<file path="src/rtl/mul_pkg.sv">
// Shared types and constants for the radix-2 Booth multiplier controller.
// State encoding, Booth codes and the per-state strobe decode.
package mul_pkg;

  localparam int MUL_W = 19;

  localparam logic [1:0] BOOTH_ADD = 2'b01;
  localparam logic [1:0] BOOTH_SUB = 2'b10;

  typedef enum logic [2:0] {
    IDLE,
    INIT,
    TEST,
    ADD,
    SUB,
    SHIFT,
    DONE
  } mul_state_t;

  typedef struct packed {
    logic busy;
    logic done;
    logic ld_m;
    logic ld_q;
    logic clr_a;
    logic ld_a;
    logic alu_sub;
    logic shift;
  } mul_ctl_t;

  // Moore decode: every strobe is a pure function of the state.
  function automatic mul_ctl_t ctl_decode(input mul_state_t s);
    mul_ctl_t c;
    c = '0;
    c.busy = (s != IDLE);
    unique case (s)
      INIT: begin
        c.ld_m  = 1'b1;
        c.ld_q  = 1'b1;
        c.clr_a = 1'b1;
      end
      ADD: c.ld_a = 1'b1;
      SUB: begin
        c.ld_a    = 1'b1;
        c.alu_sub = 1'b1;
      end
      SHIFT: c.shift = 1'b1;
      DONE:  c.done  = 1'b1;
      default: ;
    endcase
    return c;
  endfunction

endpackage

</file>
<file path="src/rtl/booth_mul_ctrl_iter_cnt.sv">
// Iteration counter for the Booth sequencer.
// Synchronous clear, increment enable, terminal count at W-1.
module iter_cnt #(
  parameter int W  = 19,
  parameter int CW = $clog2(W)
) (
  input  logic          clk,
  input  logic          clr,
  input  logic          inc,
  output logic [CW-1:0] cnt,
  output logic          tc
);

  assign tc = (cnt == CW'(W - 1));

  always_ff @(posedge clk) begin
    if (clr) begin
      cnt <= '0;
    end else if (inc) begin
      cnt <= cnt + CW'(1);
    end
  end

endmodule

</file>
<file path="src/rtl/booth_mul_ctrl.sv">
// Sequencing FSM for the radix-2 Booth sequential multiplier.
// Walks INIT, TEST, ADD/SUB, SHIFT per bit and pulses done.
module booth_mul_ctrl
  import mul_pkg::*;
#(
  parameter int W  = MUL_W,
  parameter int CW = $clog2(W)
) (
  input  logic          clk,
  input  logic          rst,
  input  logic          start,
  input  logic          q0,
  input  logic          q_m1,
  output logic          busy,
  output logic          done,
  output logic          ld_m,
  output logic          ld_q,
  output logic          clr_a,
  output logic          ld_a,
  output logic          alu_sub,
  output logic          shift,
  output logic [CW-1:0] cnt
);

  mul_state_t state;
  mul_state_t nxt;
  mul_ctl_t   ctl;
  logic       tc;
  logic       cnt_clr;
  logic       cnt_inc;

  assign cnt_clr = rst | (state == INIT);
  assign cnt_inc = (state == SHIFT) & ~tc;

  iter_cnt #(
    .W  (W),
    .CW (CW)
  ) u_cnt (
    .clk (clk),
    .clr (cnt_clr),
    .inc (cnt_inc),
    .cnt (cnt),
    .tc  (tc)
  );

  always_comb begin
    nxt = state;
    unique case (state)
      IDLE:  if (start) nxt = INIT;
      INIT:  nxt = TEST;
      TEST: begin
        unique case ({q0, q_m1})
          BOOTH_ADD: nxt = ADD;
          BOOTH_SUB: nxt = SUB;
          default:   nxt = SHIFT;
        endcase
      end
      ADD:   nxt = SHIFT;
      SUB:   nxt = SHIFT;
      SHIFT: nxt = tc ? DONE : TEST;
      DONE:  nxt = IDLE;
      default: nxt = IDLE;
    endcase
  end

  // Strobes are registered alongside the state so they are glitch-free.
  always_ff @(posedge clk) begin
    if (rst) begin
      state <= IDLE;
      ctl   <= '0;
    end else begin
      state <= nxt;
      ctl   <= ctl_decode(nxt);
    end
  end

  assign busy    = ctl.busy;
  assign done    = ctl.done;
  assign ld_m    = ctl.ld_m;
  assign ld_q    = ctl.ld_q;
  assign clr_a   = ctl.clr_a;
  assign ld_a    = ctl.ld_a;
  assign alu_sub = ctl.alu_sub;
  assign shift   = ctl.shift;

endmodule

</file>
<file path="config.mk">
export PLATFORM = sky130hd
export DESIGN_NAME = booth_mul_ctrl
export DESIGN_NICKNAME = d
export VERILOG_FILES = /design/src/rtl/mul_pkg.sv /design/src/rtl/booth_mul_ctrl_iter_cnt.sv /design/src/rtl/booth_mul_ctrl.sv
export SDC_FILE = /design/constraint.sdc
export NUM_CORES = 1
export LEC_CHECK = 0
export BUFFER_PORTS_ARGS = -buffer_cell sky130_fd_sc_hd__buf_4
export CAP_MARGIN = 20
export CORE_UTILIZATION = 40
export DETAILED_ROUTE_END_ITERATION = 16
export PLACE_DENSITY = 0.71
export SLEW_MARGIN = 20
export SYNTH_ARGS = -nofsm -noshare
export SYNTH_HDL_FRONTEND = slang
export SYNTH_HIERARCHICAL = 1
export SYNTH_SLANG_ARGS = --single-unit
</file>
<file path="constraint.sdc">
create_clock -name clk -period 1.6 [get_ports clk]
set_clock_uncertainty 0.15 [all_clocks]
set_input_delay 0.24 -clock clk [delete_from_list [all_inputs] [get_ports clk]]
set_output_delay 0.24 -clock clk [all_outputs]
set_load 0.05 [all_outputs]
</file>
Yosys cells after proc, flatten, opt, wreduce, memory -nomap -nowiden
Index checks and enable logic that the tools add are counted.
{"block": "op_classes", "addsub": 1, "eq_ne": 13, "n_mux": 9, "bitwise": 3, "n_reduce_logical": 4}
{"cell": "$eq A3 B3 Y1 const B", "n": 5}
{"cell": "$pmux W3 S5", "n": 1}
{"cell": "$eq A3 B2 Y1 const B", "n": 3}
{"cell": "$mux W3", "n": 3}
{"cell": "$eq A3 B1 Y1 const B", "n": 2}
{"cell": "$pmux W3 S2", "n": 1}
{"cell": "$add A5 B1 Y5 const B", "n": 1}
{"cell": "$eq A5 B5 Y1 const B", "n": 1}
{"cell": "$mux W1", "n": 4}
{"cell": "$reduce_or A2 Y1", "n": 2}
{"cell": "$logic_not A3 Y1", "n": 1}
{"cell": "$reduce_bool A3 Y1", "n": 1}
{"cell": "$eq A2 B1 Y1 const B", "n": 1}
{"cell": "$eq A2 B2 Y1 const B", "n": 1}
{"cell": "$and A1 B1 Y1", "n": 1}
{"cell": "$not A1 Y1", "n": 1}
{"cell": "$or A1 B1 Y1", "n": 1}
{"block": "word_totals", "regBits": 16, "wordCells": 40}

Logic depth before layout (Yosys ltp)
{"block": "logic_depth", "word_depth": 6, "depth_mapped": 7}

By module
The synthesis kept the hierarchy.
{"module": "booth_mul_ctrl", "n_inst": 1, "cells_each": 42, "area_each_um2": 400.4}
{"module": "iter_cnt", "n_inst": 1, "cells_each": 25, "area_each_um2": 251.5}

Worst setup path before layout
Ideal clock, no wire load.
{"block": "synth_timing", "path_kind": "flip-flop to flip-flop", "start": "register u_cnt.cnt[0]", "end": "register u_cnt.cnt[3]", "arrival_time_ps": 1896, "required_time_ps": 1327, "setup_slack_ps": -569, "path_stages_with_launch": 8, "path_buffers": 1, "cell_sequence": "dfxtp_1 -> inv_1 -> ha_1 -> nor4bb_1 -> nor3b_1 -> buf_6 -> nand4_1 -> mux2_1"}
{"block": "synth_between", "elab_chain_cells": 3, "word_cells_on_any_way": 4, "cone_classes": "1 x add/sub; 1 x eq/ne; 2 x bitwise"}
{"element": "start: declaration", "line": "booth_mul_ctrl_iter_cnt.sv:10", "source": "output logic [CW-1:0] cnt,"}
{"element": "start signal: assignment", "line": "booth_mul_ctrl_iter_cnt.sv:20", "source": "cnt <= cnt + CW'(1);"}
{"element": "$eq A5 B5 Y1", "line": "booth_mul_ctrl_iter_cnt.sv:14", "source": "assign tc = (cnt == CW'(W - 1));"}
{"element": "via tc", "line": "booth_mul_ctrl.sv:28", "source": "logic tc;"}
{"element": "$not A1 Y1", "line": "booth_mul_ctrl.sv:33", "source": "assign cnt_inc = (state == SHIFT) & ~tc;"}
{"element": "$and A1 B1 Y1", "line": "booth_mul_ctrl.sv:33"}
{"element": "via cnt_inc", "line": "booth_mul_ctrl.sv:30", "source": "logic cnt_inc;"}
The timed path passes the listed nets, and every way through them passes these cells.
A chain may end at the register's enable or synchronous reset.

Worst setup path in the final report
Ends and elaborated chain as after synthesis.

==> impl_metrics.csv <==
group,metric,value,unit
status,status,"finished, violations left",
status,failed_checks,"setup timing",
floorplanning,fp.dieW,42.4,µm
critical_path,critPathLaunchType,"flop",
yosys,synth_mux_area_share,3.45,%
critical_path,end_kind,"flop",
power,ir_drop,0.669,mV
routing,via_count,564,
yosys,synth-compound-area-share,13.2,%
floorplanning,io_pins,18,
critical_path,reg2reg_from,"u_cnt/cnt[0]",
place,dp_hpwl,964,µm
yosys,synth_top_area_share,43.0,%
clock_tree,clock_path_buffers,2,
place,io_buffers,17,
worst_hold_path,hp-class,"input pin to flop",
critical_path,cp_top_family,"simple AND/OR/NAND/NOR gates",
routing,remaining_drc_errors,0,
critical_path,worstPathRequired,1.63,ns
routing,ant_nets,0,
yosys,synth-simple-area-share,28.0,%
global_route,grtUsageTotal,16.6,%
sta,hold_viol,0,
global_route,grt_pass1_vias,489,
floorplanning,start_util,43.3,%
yosys,yosysMostFrequentCell,"dfxtp_1",
yosys,ys.flop_type,"dfxtp_1",
critical_path,crit_start,"u_cnt/cnt[0]",
place,postPlaceCellArea,836,µm²
yosys,ys_seq_area_share,43.0,%
cells_and_area,area_delta_synth_final,42.4,%
yosys,avgSynthCellArea,9.73,µm²
yosys,synthXorXnorAreaFrac,2.69,%
yosys,synth_top_family_by_area,"simple AND/OR/NAND/NOR gates",
sta,hold_slack,0.00649,ns
floorplanning,floorplan.core_area,1510,µm²
yosys,synth_area,652,µm²
yosys,synthAdderAreaFrac,3.84,%
clock_tree,cts.sinks,14,
clock_tree,root_buffer,"clkbuf_4",
sta,maxSlewViolCount,0,
global_route,grt_pass1_wl,2.24,mm
clock_tree,path_clk_slew,0.08,ns
global_route,antenna_found_initial,0,
floorplanning,placementRows,14,
sta,max_freq,586,MHz
critical_path,cp_data_arrival_time,1.74,ns
critical_path,crit_type,"flop to flop",
routing,drt-total-wl,1.39,mm
sta,rsz0062_at_grt,"yes",
clock_tree,cts_buffers,3,
yosys,syn_nets,74,
yosys,netlist_top_cells_count,"dfxtp_1 (14), nor2_1 (7), nor2b_1 (4)",
critical_path,cp_slowest_cell,"dfxtp_4",
routing,drtIter0Drc,8,
cells_and_area,finish.net_count,98,
routing,first_pass_iters,3,
clock_tree,insertion_delay,0.28,ns
power,powerDensity,871,nW/µm²
worst_hold_path,holdCritStartpoint,"rst",
flow_run,maxCapViolCount,0,
global_route,grt_max_degree,10,
yosys,ys_ff_latch,14,
critical_path,cp_max_fo,3,
yosys,async_flop_share,0,%
sta,fin_ws,-0.108,ns
clock_tree,cts_tree,"built",
cells_and_area,diodes,0,
sta,post-route-period-util,107,%
yosys,syn_inst,67,
yosys,yosysUniqueCellTypes,29,
sta,maxSlewHeadroom,75.7,%
yosys,synth-edff-count,0,
sta,period_minus_slack,1.71,ns
power,finalPower,808,µW
place,place_inst,101,
yosys,yosys_warnings,6,
global_route,grt.overflow.total,0,
critical_path,path_cells,"inv_2 -> ha_4 -> nor4bb_4 -> nor3b_2 -> nand4_1 -> mux2_4",
routing,wl_per_cell,13.1,µm
routing,viasPerCell,5.32,
sta,finalSetupViolations,2,
cells_and_area,fin_cells,106,
cells_and_area,drive_gt1_share,52.2,%
sta,worst_pin_slew,0.364,ns
critical_path,critPathBufInv,1,
clock_tree,htree_levels,1,
yosys,synthTopCellsByArea,"dfxtp_1 (43%), nor2_1 (4.0%), ha_1 (3.8%)",
yosys,synth_area_leader_cell,"dfxtp_1",
power,leakage,0.000403,µW
critical_path,slowest_delay,0.35,ns
floorplanning,die_area,1800,µm²
floorplanning,die_h,42.4,µm
sta,final.setup.tns,-0.187,ns
cells_and_area,final_cell_area,928,µm²
place,place_congestion,0.700,
-- path summary, 6_finish.rpt --
path	end	slack (ns)	cells past startpoint
max	u_cnt/cnt[3]	-0.11	6
min reg2reg	u_cnt/cnt[1]	0.41	2
min	ld_a	0.006	2
max reg2reg	u_cnt/cnt[3]	-0.11	6
-- state kept, by name, indices dropped and copies added (netlist names) --
register   flops
u_cnt/cnt      5
state          3
alu_sub        1
busy           1
done           1
ld_a           1
ld_m           1
shift          1
-- layer usage --
layer,vias up,GRT usage [%],share of wire (%)
li1,278,-,-
met1,266,19.9,44
met5,-,0,0
met4,0,5.63,0.58
met3,3,6.47,4.3
met2,17,27.1,51
-- layout make-up --
type,count,area (µm²)
clock buffer,4,36.3
fill,136,578
inverter,3,11.3
multi-input combinational,47,405
sequential,14,290
tap,16,20.0
timing repair buffer,22,165
-- power by group --
| group | total, µW | internal [µW] | leakage (µW) | switching, µW |
|---|---|---|---|---|
| Combinational | 176 | 67.7 | 0.000265 | 108 |
| Clock | 255 | 139 | 0.0000210 | 117 |
| Sequential | 377 | 361 | 0.000117 | 16.2 |
-- through the flow --
step	util (%)	setup slack, ns
6_report	61.6	-0.108
5_1_grt	61.6	-0.168
4_1_cts	59.8	-0.0532
3_5_place_dp	55.5	-0.0732
3_3_place_gp	55.5	0.00492
2_1_floorplan	-	-0.213
-- cell families after synthesis --
group	Yosys count
compound gates	11
xor+xnor	2
fa+ha+maj	2
buf+inv	6
flops	14
mux	2
simple gates	30
-- worst reg2reg max path, delay by kind of cell (launching register included) --
| kind | cells | cell delay [ns] |
|---|---|---|
| AND/OR/NAND/NOR | 3 | 0.59 |
| multiplexers | 1 | 0.33 |
| adder cells (fa/ha/maj) | 1 | 0.14 |
| buffers and inverters | 1 | 0.04 |
| flip-flops | 1 | 0.35 |
-- cell usage in the layout, fill, tap and decap left out --
cell type,count
xnor2_1,1
a21o_1,1
nor3b_1,1
dfxtp_1,10
xnor2_2,1
o21ba_2,1
nor3_1,2
inv_1,2
clkbuf_8,1
ha_4,1
mux2_4,2
nor3b_2,1
nand3_2,1
inv_2,1
nand2_1,2
or4_1,1
a21bo_2,1
or4bb_1,1
or2b_1,1
nand2b_1,2
clkbuf_4,3
a21oi_1,2
a211oi_2,1
nor2b_1,4
o22ai_2,1
nor4bb_4,1
nand2b_4,1
o21bai_1,2
nand3b_1,2
nand2_2,1
buf_4,22
nor2_4,1
nand4_1,2
ha_1,1
a21oi_2,2
dfxtp_4,2
dfxtp_2,2
nor2_1,6
-- repair_timing --
action,in CTS,in global routing
setup buffers,1,2
resized for setup,4,5
endpoints found under the setup margin,2,8
endpoints found under the hold margin,0,0
hold buffers,0,0
pin swaps,4,6
(Power assumes the default switching activity.)
